File: src/rtl/c_mult_pkg.sv
// Shared types for the complex-multiplier partial-product stage: FSM states,
// product-select codes and width helpers (W = 2**(N-1), P = 2**N).
package c_mult_pkg;

   localparam int N_DEF = 4;

   function automatic int w_of(input int n);
      return 2 ** (n - 1);
   endfunction

   function automatic int p_of(input int n);
      return 2 ** n;
   endfunction

   typedef enum logic [2:0] {
      IDLE, MUL_RR, MUL_II, OUT_RE, MUL_RI, MUL_IR, OUT_IM
   } state_t;

   typedef enum logic [1:0] {
      SEL_RR, SEL_II, SEL_RI, SEL_IR
   } sel_t;

endpackage

File: src/rtl/c_mult_pp_seq_seq_mul.sv
// Signed WxW shift-add multiplier: start_i pulses on cycle 0, done_o/prod_o are valid
// combinationally on cycle W-1; operands must stay stable meanwhile, no backpressure.
module seq_mul #(
   parameter  int W  = 8,
   localparam int P  = 2 * W,
   localparam int CW = $clog2(W + 1)
) (
   input  logic         clk,
   input  logic         rst_n,
   input  logic         start_i,
   input  logic [W-1:0] a_i,
   input  logic [W-1:0] b_i,
   output logic         done_o,
   output logic [P-1:0] prod_o
);

   logic [W:0]    ma, mb;
   logic          neg, step;
   logic [CW-1:0] k, cnt_q, cnt_d;
   logic          busy_q, busy_d;
   logic [P-1:0]  acc_q, acc_d, pp, acc_nxt;

   // W+1-bit magnitudes keep |-2**(W-1)| representable
   always_comb begin
      ma      = a_i[W-1] ? (~{a_i[W-1], a_i} + (W+1)'(1)) : {a_i[W-1], a_i};
      mb      = b_i[W-1] ? (~{b_i[W-1], b_i} + (W+1)'(1)) : {b_i[W-1], b_i};
      neg     = a_i[W-1] ^ b_i[W-1];
      step    = start_i | busy_q;
      k       = start_i ? '0 : cnt_q;
      pp      = mb[k] ? ({{(P-W-1){1'b0}}, ma} << k) : '0;
      acc_nxt = (start_i ? '0 : acc_q) + pp;
      done_o  = step && (k == CW'(W - 1));
      prod_o  = neg ? (~acc_nxt + P'(1)) : acc_nxt;
      busy_d  = busy_q;
      cnt_d   = cnt_q;
      acc_d   = acc_q;
      if (step) begin
         acc_d  = acc_nxt;
         cnt_d  = k + CW'(1);
         busy_d = !done_o;
      end
   end

   always_ff @(posedge clk or negedge rst_n) begin
      if (!rst_n) begin
         busy_q <= 1'b0;
         cnt_q  <= '0;
         acc_q  <= '0;
      end else begin
         busy_q <= busy_d;
         cnt_q  <= cnt_d;
         acc_q  <= acc_d;
      end
   end

endmodule

File: src/rtl/c_mult_pp_seq.sv
// Sequential partial products for c_multiplier (a*b, or a*conj(b) with C_MULT_CONJ_EN); real pair
// valid 2W+1 cycles after accept, imag pair 2W+1 after real handshake; out_ready=0 freezes all outputs.
module c_mult_pp_seq
   import c_mult_pkg::*;
#(
   parameter  int N = N_DEF,
   localparam int W = w_of(N),
   localparam int P = p_of(N)
) (
   input  logic         clk,
   input  logic         rst_n,
   input  logic         in_valid,
   output logic         in_ready,
   input  logic [W-1:0] ar,
   input  logic [W-1:0] ai,
   input  logic [W-1:0] br,
   input  logic [W-1:0] bi,
   output logic         out_valid,
   input  logic         out_ready,
   output logic [P-1:0] out_x,
   output logic [P-1:0] out_y,
   output logic         out_add,
   output logic         out_imag
);

`ifdef C_MULT_CONJ_EN
   localparam bit CONJ = 1'b1;
`else
   localparam bit CONJ = 1'b0;
`endif

   state_t       state_q, state_d;
   sel_t         sel;
   logic         start_q, start_d;
   logic [W-1:0] ar_q, ai_q, br_q, bi_q, ar_d, ai_d, br_d, bi_d;
   logic [P-1:0] p0_q, p1_q, p0_d, p1_d;
   logic [W-1:0] mul_a, mul_b;
   logic         mul_done;
   logic [P-1:0] mul_prod;

   seq_mul #(.W(W)) u_mul (
      .clk    (clk),
      .rst_n  (rst_n),
      .start_i(start_q),
      .a_i    (mul_a),
      .b_i    (mul_b),
      .done_o (mul_done),
      .prod_o (mul_prod)
   );

   always_comb begin
      state_d = state_q;
      start_d = 1'b0;
      sel     = SEL_RR;
      ar_d    = ar_q;
      ai_d    = ai_q;
      br_d    = br_q;
      bi_d    = bi_q;
      p0_d    = p0_q;
      p1_d    = p1_q;
      case (state_q)
         IDLE: if (in_valid) begin
            ar_d    = ar;
            ai_d    = ai;
            br_d    = br;
            bi_d    = bi;
            state_d = MUL_RR;
            start_d = 1'b1;
         end
         MUL_RR: if (mul_done) begin
            p0_d    = mul_prod;
            state_d = MUL_II;
            start_d = 1'b1;
         end
         MUL_II: begin
            sel = SEL_II;
            if (mul_done) begin
               p1_d    = mul_prod;
               state_d = OUT_RE;
            end
         end
         OUT_RE: if (out_ready) begin
            state_d = MUL_RI;
            start_d = 1'b1;
         end
         // conjugate build swaps the imag pair so add_sub yields ai*br - ar*bi
         MUL_RI: begin
            sel = SEL_RI;
            if (mul_done) begin
               if (CONJ) p1_d = mul_prod;
               else      p0_d = mul_prod;
               state_d = MUL_IR;
               start_d = 1'b1;
            end
         end
         MUL_IR: begin
            sel = SEL_IR;
            if (mul_done) begin
               if (CONJ) p0_d = mul_prod;
               else      p1_d = mul_prod;
               state_d = OUT_IM;
            end
         end
         OUT_IM: if (out_ready) state_d = IDLE;
         default: state_d = IDLE;
      endcase
   end

   always_comb begin
      mul_a = ar_q;
      mul_b = br_q;
      case (sel)
         SEL_II: begin mul_a = ai_q; mul_b = bi_q; end
         SEL_RI: begin mul_a = ar_q; mul_b = bi_q; end
         SEL_IR: begin mul_a = ai_q; mul_b = br_q; end
         default: ;
      endcase
   end

   always_ff @(posedge clk or negedge rst_n) begin
      if (!rst_n) begin
         state_q <= IDLE;
         start_q <= 1'b0;
         ar_q    <= '0;
         ai_q    <= '0;
         br_q    <= '0;
         bi_q    <= '0;
         p0_q    <= '0;
         p1_q    <= '0;
      end else begin
         state_q <= state_d;
         start_q <= start_d;
         ar_q    <= ar_d;
         ai_q    <= ai_d;
         br_q    <= br_d;
         bi_q    <= bi_d;
         p0_q    <= p0_d;
         p1_q    <= p1_d;
      end
   end

   assign in_ready  = (state_q == IDLE);
   assign out_valid = (state_q == OUT_RE) || (state_q == OUT_IM);
   assign out_x     = p0_q;
   assign out_y     = p1_q;
   assign out_imag  = (state_q == OUT_IM);
   assign out_add   = CONJ ? (state_q == OUT_RE) : (state_q == OUT_IM);

endmodule

File: config.mk
export PLATFORM = sky130hd
export DESIGN_NAME = c_mult_pp_seq
export DESIGN_NICKNAME = d
export VERILOG_FILES = /design/src/rtl/c_mult_pkg.sv /design/src/rtl/c_mult_pp_seq_seq_mul.sv /design/src/rtl/c_mult_pp_seq.sv
export SDC_FILE = /design/constraint.sdc
export NUM_CORES = 1
export LEC_CHECK = 0
export CAP_MARGIN = 20
export CORE_MARGIN = 2
export CORE_UTILIZATION = 60
export CTS_CLUSTER_SIZE = 25
export DETAILED_ROUTE_END_ITERATION = 16
export PLACE_DENSITY = 0.95
export SLEW_MARGIN = 10
export SYNTH_ARGS = -nofsm -noshare
export SYNTH_HDL_FRONTEND = slang
export SYNTH_SLANG_ARGS = --single-unit
File: constraint.sdc
create_clock -name clk -period 9.6 [get_ports clk]
set_input_delay 1.92 -clock clk [delete_from_list [all_inputs] [get_ports clk]]
set_output_delay 1.92 -clock clk [all_outputs]
set_load 0.02 [all_outputs]
# Yosys cells after proc, flatten, opt, wreduce, memory -nomap -nowiden
# Cells that the tools add are included.
[totals]
reg_bits = 89
inputBits = 36
output_inout_bits = 36
word_cells = 75
[classes]
addsub = 5
n_lt_le_gt_ge = 1
n_eq_ne = 17
shift = 1
n_mux = 23
bitwise = 5
n_reduce_logical = 12
[op_table]
columns = ["operator", "n"]
rows = [
  ["two-way mux 16 bit", 3],
  ["two-way mux 3 bit", 7],
  ["one-hot mux 3 bit (7 select lines)", 1],
  ["adder 9 x 1 -> 9 bit, second input constant", 2],
  ["two-way mux 9 bit", 2],
  ["NOT 9 bit", 2],
  ["adder 16 x 1 -> 16 bit, second input constant", 1],
  ["adder 16 bit", 1],
  ["two-way mux 8 bit", 2],
  ["NOT 16 bit", 1],
  ["left shift 9 x 4 -> 16 bit", 1],
  ["!= test 2 bit, second input constant", 7],
  ["equality test 3 bit, second input constant", 3],
  ["OR reduction 2 bit", 4],
  ["AND reduction 7 bit", 1],
  ["equality test 3 x 2 -> 1 bit, second input constant", 2],
  ["one-hot mux 2 bit (3 select lines)", 1],
  ["AND reduction 2 bit", 3],
  ["less-than comparator 4 x 5 -> 1 bit, second input constant", 1],
  ["adder 4 x 1 -> 4 bit, second input constant", 1],
  ["binary-select mux 1 bit (select 4 bit)", 1],
  ["equality test 2 bit, second input constant", 2],
  ["equality test 4 x 3 -> 1 bit, second input constant", 1],
  ["two-way mux 1 bit", 4],
  ["10 further kinds", 10],
]

# Logic depth before layout (Yosys ltp)
# Gate-level depths: netlist of the first run.
[depth]
ltp_word = 15
depth_mapped = 25

# Cells and area by module
# A second synthesis of the first run with hierarchy kept.
[unflattened]
hier_cells = 637
area_unflattened_um2 = 6304.8
[modules_own_cells]
columns = ["module", "n_inst", "cells_each", "area_per_inst_um2"]
rows = [
  ["c_mult_pp_seq", 1, 285, 3545.9],
  ["seq_mul", 1, 352, 2758.9],
]

# Worst setup path after synthesis of the first run
# OpenSTA, ideal clock, no wires.
[synth_path]
path_kind = "flip-flop to flip-flop"
from = "reg state_q[1]"
to = "reg p1_q[14], in the netlist out_y[14]"
setup_time_ps = 131
arrival_time_ps = 4847
required_time_ps = 9469
slack_ps = 4622
stages_incl_launch_ff = 24
synth_period_minus_slack_ps = 4978
cell_sequence = "dfrtp_1 > buf_2 > xnor2_2 > nor2_8 > mux2i_1 > ha_1 > nor3b_1 > a2111oi_0 > o21ai_0 > o2111ai_1 > nand2b_1 > nor3_1 > ha_1 > inv_1 > fa_1 > nand2b_1 > a21oi_1 > or4_1 > a21oi_1 > or4b_1 > nor4b_2 > a31oi_1 > xnor2_1 > o21ai_0"
[synth_between]
elab_chain_len = 15
elab_cells_between_ends = 28
cone_classes = "add/sub (4); eq/ne (6); shift (1); mux (9); bitwise (4); reduce/logical (4)"
[synth_lines]
columns = ["item", "line", "source"]
rows = [
  ["start, declared", "c_mult_pp_seq.sv:32", "state_t state_q, state_d;"],
  ["start signal, assigned", "c_mult_pp_seq.sv:131", "state_q <= state_d;"],
  ["equality test 3 bit or equality test 3 x 2 -> 1 bit (tied branches)", "c_mult_pp_seq.sv:61", "case (state_q)"],
  ["one-hot mux 2 bit (3 select lines)", "c_mult_pp_seq.sv:61", ""],
  ["equality test 2 bit or equality test 2 x 1 -> 1 bit (tied branches)", "c_mult_pp_seq.sv:112", "case (sel)"],
  ["OR reduction 2 bit (no line)", "--", ""],
  ["two-way mux 8 bit", "c_mult_pp_seq.sv:112", ""],
  ["NOT 9 bit", "c_mult_pp_seq_seq_mul.sv:26", "mb = b_i[W-1] ? (~{b_i[W-1], b_i} + (W+1)'(1)) : {b_i[W-1], b_i};"],
  ["adder 9 x 1 -> 9 bit", "c_mult_pp_seq_seq_mul.sv:26", ""],
  ["two-way mux 9 bit", "c_mult_pp_seq_seq_mul.sv:26", ""],
  ["binary-select mux 1 bit (select 4 bit)", "c_mult_pp_seq_seq_mul.sv:30", "pp = mb[k] ? ({{(P-W-1){1'b0}}, ma} << k) : '0;"],
  ["two-way mux 1 bit (implied by the code)", "c_mult_pp_seq_seq_mul.sv:30", ""],
  ["two-way mux 16 bit", "c_mult_pp_seq_seq_mul.sv:30", ""],
  ["adder 16 bit", "c_mult_pp_seq_seq_mul.sv:31", "acc_nxt = (start_i ? '0 : acc_q) + pp;"],
  ["NOT 16 bit", "c_mult_pp_seq_seq_mul.sv:33", "prod_o = neg ? (~acc_nxt + P'(1)) : acc_nxt;"],
  ["adder 16 x 1 -> 16 bit", "c_mult_pp_seq_seq_mul.sv:33", ""],
  ["two-way mux 16 bit", "c_mult_pp_seq_seq_mul.sv:33", ""],
  ["end signal, assigned", "c_mult_pp_seq.sv:138", "p1_q <= p1_d;"],
  ["end, declared", "c_mult_pp_seq.sv:36", "logic [P-1:0] p0_q, p1_q, p0_d, p1_d;"],
]
# Parallel ways exist; a longest one is shown, timed or not. The select of a mux whose other input is x is not followed.
# A chain may end at the register's enable or synchronous reset.

# Final worst setup path of the first run
[layout_path]
from = "reg state_q[2]"
to = "reg p1_q[14], in the netlist out_y[14]"
# The elaborated chain is that of the path after synthesis.

==> results.json, run 1 <==
{
  "drv_cap": 0,
  "hold_slack_ns": 0.473,
  "routabilityCongestion": 0.970,
  "synth-simple-area-share": 0.225,
  "cpLargestDelayFamily": "simple AND/OR/NAND/NOR gates",
  "holdBufCountCts": 0,
  "tritoncts": "yes",
  "initial_utilization": 0.621,
  "timing_hold_violations_final": 0,
  "ys_ff_latch": 89,
  "drc_errors": 0,
  "synth-edff-count": 0,
  "crit_type": "register to register",
  "clk_pin_slew_ns": 0.10,
  "die_area_sq_um": 11000,
  "syn_nets": 763,
  "synth_compound_area_frac": 0.195,
  "cp-end-kind": "register",
  "ys_async_sr_fraction": 1.00,
  "muxShareOfSynthArea": 0.0870,
  "vias": 5629,
  "cp_slowest_stage_delay_ns": 0.96,
  "period_minus_slack_ns": 6.70,
  "path_buf_inv": 1,
  "grt_max_degree": 90,
  "nets": 806,
  "ys_warn_count": 0,
  "ys_types": 77,
  "die_h_um": 105,
  "dp.final_hpwl_mm": 11.4,
  "grt_overflow": 0,
  "synth_most_common_cell": "nand2_1",
  "wl_met3_mm": 1.18,
  "cts_buffers": 9,
  "finalSetupTns_ns": 0,
  "avgViaCountPerCell": 6.34,
  "clock_path_buffers": 2,
  "synth_top_area_share": 0.365,
  "grt_pass1_wl_mm": 26.3,
  "drt-met1-wl_mm": 6.65,
  "post_cts_buffers": 0,
  "htree_levels": 3,
  "ys_top_cells_by_count": "98 x nand2_1, 89 x dfrtp_1, 73 x o21ai_0",
  "startpoint_type": "register",
  "final_max_slew_viol_count": 0,
  "yosysSeqAreaShare": 0.365,
  "antenna_found_initial": 0,
  "drt-total-wl_mm": 15.7,
  "fin_skew_ns": 0.0137,
  "rrSetupSlack_ns": 2.90,
  "clock_latency_ns": 0.38,
  "area_growth_pct": 15.7,
  "worst_pin_slew_ns": 1.03,
  "synthFlopType": "dfrtp_1",
  "synth-adder-area-share": 0.0423,
  "top_layer_used": "met4",
  "wire_per_inst_um": 17.7,
  "synth_cells": 707,
  "synth_top_family_by_area": "simple AND/OR/NAND/NOR gates",
  "status": "finished, final reports clean",
  "grt_use_total": 0.294,
  "pin_count": 72,
  "core_region_area_sq_um": 9820,
  "fillers": 725,
  "cts-resized-gates": 0,
  "antenna_left": 0,
  "drt_iter0_drc": 575,
  "hp-class": "register to register",
  "rsz0062_at_grt": "false",
  "rows": 36,
  "synth_top_area_cell": "dfrtp_1",
  "path_cells": "xnor2_2, nor2_8, mux2i_1, nor3b_1, a2111oi_0, o21ai_0, o2111ai_1, nand2b_1, nor3_1, ha_1, inv_1, fa_1, nand2b_1, a21oi_1, or4_1, a21oi_1, or4b_1, nor4b_2, a31oi_1, xnor2_1, o21ai_0",
  "critPathSlowestCell": "dfrtp_1",
  "fmaxAchievable_ghz": 0.149,
  "setup_viol": 0,
  "worstPathRequired_ns": 9.84,
  "ctsRootBufferMaster": "clkbuf_8",
  "cts.sinks": 89,
  "cp.arrival_ns": 6.94,
  "synth_area_per_cell_sq_um": 8.63,
  "slew_headroom": 0.312,
  "synth-xor-area-share": 0.0486,
  "path_max_fanout": 34,
  "die_w_um": 105,
  "layout-drive-gt1-share": 0.0927,
  "fin_crit_sh": 0.698,
  "io_buffers": 71,
  "detail_route.first_pass.iterations": 6,
  "wl_met2_mm": 7.36,
  "insertedDiodeCount": 0,
  "ys_top_cells_by_area": "dfrtp_1 37%, mux2_2 6.8%, nand2_1 6.0%",
  "syn-cell-area_sq_um": 6100,
  "grt_pass1_vias": 5336
}
-- stage by stage --
| step | worst slack, ns | instance area (sq um) | util | instances |
|---|---|---|---|---|
| final | 2.90 | 7050 | 0.718 | 888 |
| after global routing | 2.29 | 7050 | 0.718 | 888 |
| after CTS | 2.99 | 7020 | 0.715 | 887 |
| after detailed placement | 3.11 | 6820 | 0.695 | 871 |
| after global placement | 3.65 | 6820 | 0.695 | 871 |
| after floorplan | 4.62 | 6100 | - | 707 |
-- registers in the layout (all words and copies together) (netlist names) --
name / count
u_mul.busy_q: 1
out_x: 16
out_y: 16
ai_q: 8
u_mul.cnt_q: 4
br_q: 8
state_q: 3
start_q: 1
bi_q: 8
u_mul.acc_q: 16
ar_q: 8
-- cell type report --
type	count	area, sq um	area share
clock inverters	6	73.8	0.0105
multi-input cells	562	3650	0.518
clock buffers	10	128	0.0181
repair buffers	75	758	0.107
inverters	13	48.8	0.00692
flip-flops and latches	89	2230	0.316
well taps	133	166	0.0236
-- worst min-delay path, cell delays in order, from the launching register on --
cell and delay, ns:
dfrtp_1 0.35, nand2_1 0.05, nand2_1 0.05
-- logic make-up (layout without fill, tap and decap cells) --
group                      Yosys count  in the layout
muxes                               48             48
adders and majority gates           20             20
AOI/OAI and AO/OA                  187            187
DFF                                 89             89
buffers and inverters               56            104
xor gates and xnor gates            33             33
and+or+nand+nor                    274            274
-- metal layers --
metal  vias to the layer above  track usage
li1                       2625            -
met1                      2658        0.399
met2                       292        0.468
met3                        54       0.0493
met4                         0        0.117
met5                         -            0
-- path summary, 6_finish.rpt --
check	start	to	depth (start not counted)
max reg2reg	state_q[2]	out_y[14]	21
min reg2reg	u_mul.acc_q[15]	u_mul.acc_q[15]	2
max in group asynchronous	rst_n	state_q[0]	2
min in group asynchronous	rst_n	u_mul.busy_q	1
max	state_q[2]	out_y[14]	21
min	u_mul.acc_q[15]	u_mul.acc_q[15]	2
-- placed cells by master, fill, tap and decap left out, types with 3 or more instances in the layout --
| cell | n |
|---|---|
| a211oi_1 | 9 |
| nand2b_1 | 12 |
| clkdlybuf4s50_1 | 70 |
| a211o_1 | 3 |
| mux2_2 | 37 |
| nor3_1 | 23 |
| a21oi_1 | 31 |
| a2111oi_0 | 3 |
| mux2i_1 | 10 |
| a31oi_1 | 5 |
| nor2_1 | 49 |
| nand4b_1 | 3 |
| inv_1 | 12 |
| nand3_1 | 13 |
| dfrtp_1 | 89 |
| o21bai_1 | 4 |
| nand2_1 | 98 |
| nor3b_1 | 10 |
| or3_1 | 6 |
| o311a_1 | 4 |
| ha_1 | 19 |
| xnor2_1 | 22 |
| o21ai_0 | 73 |
| clkbuf_8 | 9 |
| a21o_1 | 9 |
| buf_4 | 4 |
| o21ai_1 | 7 |
| and2_1 | 4 |
| nor2b_1 | 33 |
| xor2_1 | 10 |
| nand4_1 | 5 |
Power of run 1 is left out: the tool's default activity adds up to more than one toggle a clock period on the data nets, which glitch-free logic cannot reach.
==> inputs of run 2 (changes only) <==
Settings changed: CORE_UTILIZATION 60 to 52, PLACE_DENSITY 0.95 to 0.88.
Clock period 9.6 ns to 5.6 ns, I/O delays scaled along.
==> run 2 against run 1 <==
Against the previous run:
- hold slack worse by 0.017 ns
- first-iteration DRC count up 13%
- worst setup slack worse by 2.8 ns
- via count up 3.5%
- core utilization down 4.6 points
- routed wire length up 6.0%
- maximum frequency up 22%
- critical endpoint is now out_y[13]
==> results.json, run 2 (synthesized netlist as in run 1, its figures left out) <==
{
  "final_max_slew_viol_count": 0,
  "hp-class": "register to register",
  "cp-end-kind": "register",
  "routabilityCongestion": 0.994,
  "pin_count": 72,
  "vias": 5827,
  "drt_iter0_drc": 652,
  "cts.sinks": 89,
  "fillers": 883,
  "crit_type": "register to register",
  "layout-drive-gt1-share": 0.170,
  "rows": 39,
  "setup_slack_ns": 0.0967,
  "area_growth_pct": 25.8,
  "final_cell_mix": "97 x nand2_1, 86 x dfrtp_1, 70 x clkdlybuf4s50_1",
  "antenna_found_initial": 0,
  "tritoncts": "yes",
  "period_minus_slack_ns": 5.50,
  "dp.final_hpwl_mm": 11.6,
  "crit_start": "state_q[1]",
  "dp_cells": 904,
  "stdcell_count": 931,
  "timing_hold_violations_final": 0,
  "wire_per_inst_um": 17.9,
  "io_buffers": 71,
  "final_common_cell": "nand2_1",
  "crit_end": "out_y[13]",
  "dpl_cell_area_sq_um": 7010,
  "clock_latency_ns": 0.36,
  "dp_slack_ns": 0.0747,
  "drc_errors": 0,
  "grt_pass1_vias": 5608,
  "cp.arrival_ns": 5.68,
  "ctsRootBufferMaster": "clkbuf_16",
  "worst-r2r-cell-count": 23,
  "htree_levels": 3,
  "path_max_fanout": 7,
  "die_area_sq_um": 12600,
  "slew_headroom": 0.304,
  "clk_pin_slew_ns": 0.06,
  "rrSetupSlack_ns": 0.1,
  "grt_pass1_wl_mm": 27.3,
  "core_region_area_sq_um": 11400,
  "drv_cap": 0,
  "fin_skew_ns": 0.00838,
  "insertedDiodeCount": 0,
  "grt_max_degree": 82,
  "cts_buffers": 9,
  "detail_route.first_pass.iterations": 6,
  "antenna_left": 0,
  "rsz0062_at_grt": "true",
  "initial_utilization": 0.534,
  "worst_pin_slew_ns": 1.04,
  "status": "finished, final reports clean",
  "setup_viol": 0,
  "drt-total-wl_mm": 16.6,
  "grt_use_total": 0.266,
  "clock_path_buffers": 2,
  "startpoint_type": "register",
  "die_w_um": 112,
  "fin_area_sq_um": 7670,
  "rr_startpoint": "state_q[1]",
  "fin_crit_sh": 0.983,
  "nets": 839,
  "holdBufCountCts": 0,
  "fmaxAchievable_ghz": 0.182,
  "avgViaCountPerCell": 6.26,
  "die_h_um": 112,
  "regToRegEndpoint": "out_y[13]",
  "grt_overflow": 0,
  "worstPathRequired_ns": 5.78
}
[run 2: changes by cell type in the layout (fill, tap and decap cells not counted), moves of 3 or more]
| cell | change |
|---|---|
| buf_4 | +30 |
| clkbuf_16 | +10 |
| clkbuf_8 | -7 |
| mux2i_1 | -6 |
| ha_1 | -5 |
| ha_2 | +5 |
| mux2i_4 | +4 |
| o21ai_0 | -4 |
| a21oi_1 | -3 |
| a21oi_2 | +3 |
| dfrtp_1 | -3 |
| dfrtp_2 | +3 |
[run 2: worst max-delay path, cell delays in order (launching register included)]
cell and delay, ns:
dfrtp_2 0.47, xnor2_4 0.19, nor2_8 0.24, mux2i_2 0.28, ha_2 0.25, buf_4 0.12, a211oi_1 0.07, a311o_1 0.33
a211oi_1 0.25, a21oi_1 0.13, a21o_1 0.28, a21oi_1 0.15, ha_1 0.31, buf_4 0.17, a21o_1 0.17, a21oi_1 0.12
o21ai_0 0.11, a311oi_1 0.63, buf_4 0.24, nand4b_1 0.15, nand4b_1 0.15, nand2_1 0.08, xnor2_1 0.24, o21ai_0 0.15
[run 2: per-stage QoR]
step / setup TNS, ns / util / hold WS (ns)
2_1_floorplan: 0 / - / 0.431
3_3_place_gp: 0 / 0.614 / 0.443
3_5_place_dp: 0 / 0.614 / 0.450
4_1_cts: 0 / 0.643 / 0.461
5_1_grt: -0.262 / 0.672 / 0.469
6_report: 0 / 0.672 / 0.457
[run 2: how the worst min path moves through the flow]
stage,from,end,slack [ns],cells past startpoint
global route,u_mul.acc_q[7],u_mul.acc_q[7],0.47,2
global placement,u_mul.acc_q[9],u_mul.acc_q[9],0.44,2
detailed placement,u_mul.acc_q[7],u_mul.acc_q[7],0.45,2
finish,u_mul.acc_q[7],u_mul.acc_q[7],0.46,2
floorplan,u_mul.acc_q[14],u_mul.acc_q[14],0.43,2
CTS,u_mul.acc_q[7],u_mul.acc_q[7],0.46,2
[run 2: per-layer routing]
metal	part of all wire	up-vias	global-route usage
met5	0	-	0
met4	0.031	0	0.112
met3	0.083	55	0.0529
met2	0.47	312	0.430
met1	0.41	2780	0.350
li1	-	2680	-
[run 2: layout make-up]
| type | count | area, sq um | area share |
|---|---|---|---|
| Multi-Input combinational cell | 562 | 3850 | 0.501 |
| Sequential cell | 89 | 2230 | 0.291 |
| Timing Repair Buffer | 108 | 1040 | 0.136 |
| Clock buffer | 14 | 264 | 0.0344 |
| Tap cell | 143 | 179 | 0.0233 |
| Clock inverter | 2 | 60.1 | 0.00783 |
| Inverter | 13 | 48.8 | 0.00636 |
[run 2: timing repair]
action / CTS / global route
gates resized for setup: 1 / 50
setup buffers: 0 / 9
cloned: 0 / 1
endpoints found under the hold margin: 0 / 0
setup endpoints to repair: 1 / 16
pin swaps: 0 / 9
Power of run 2 is left out for the same reason.
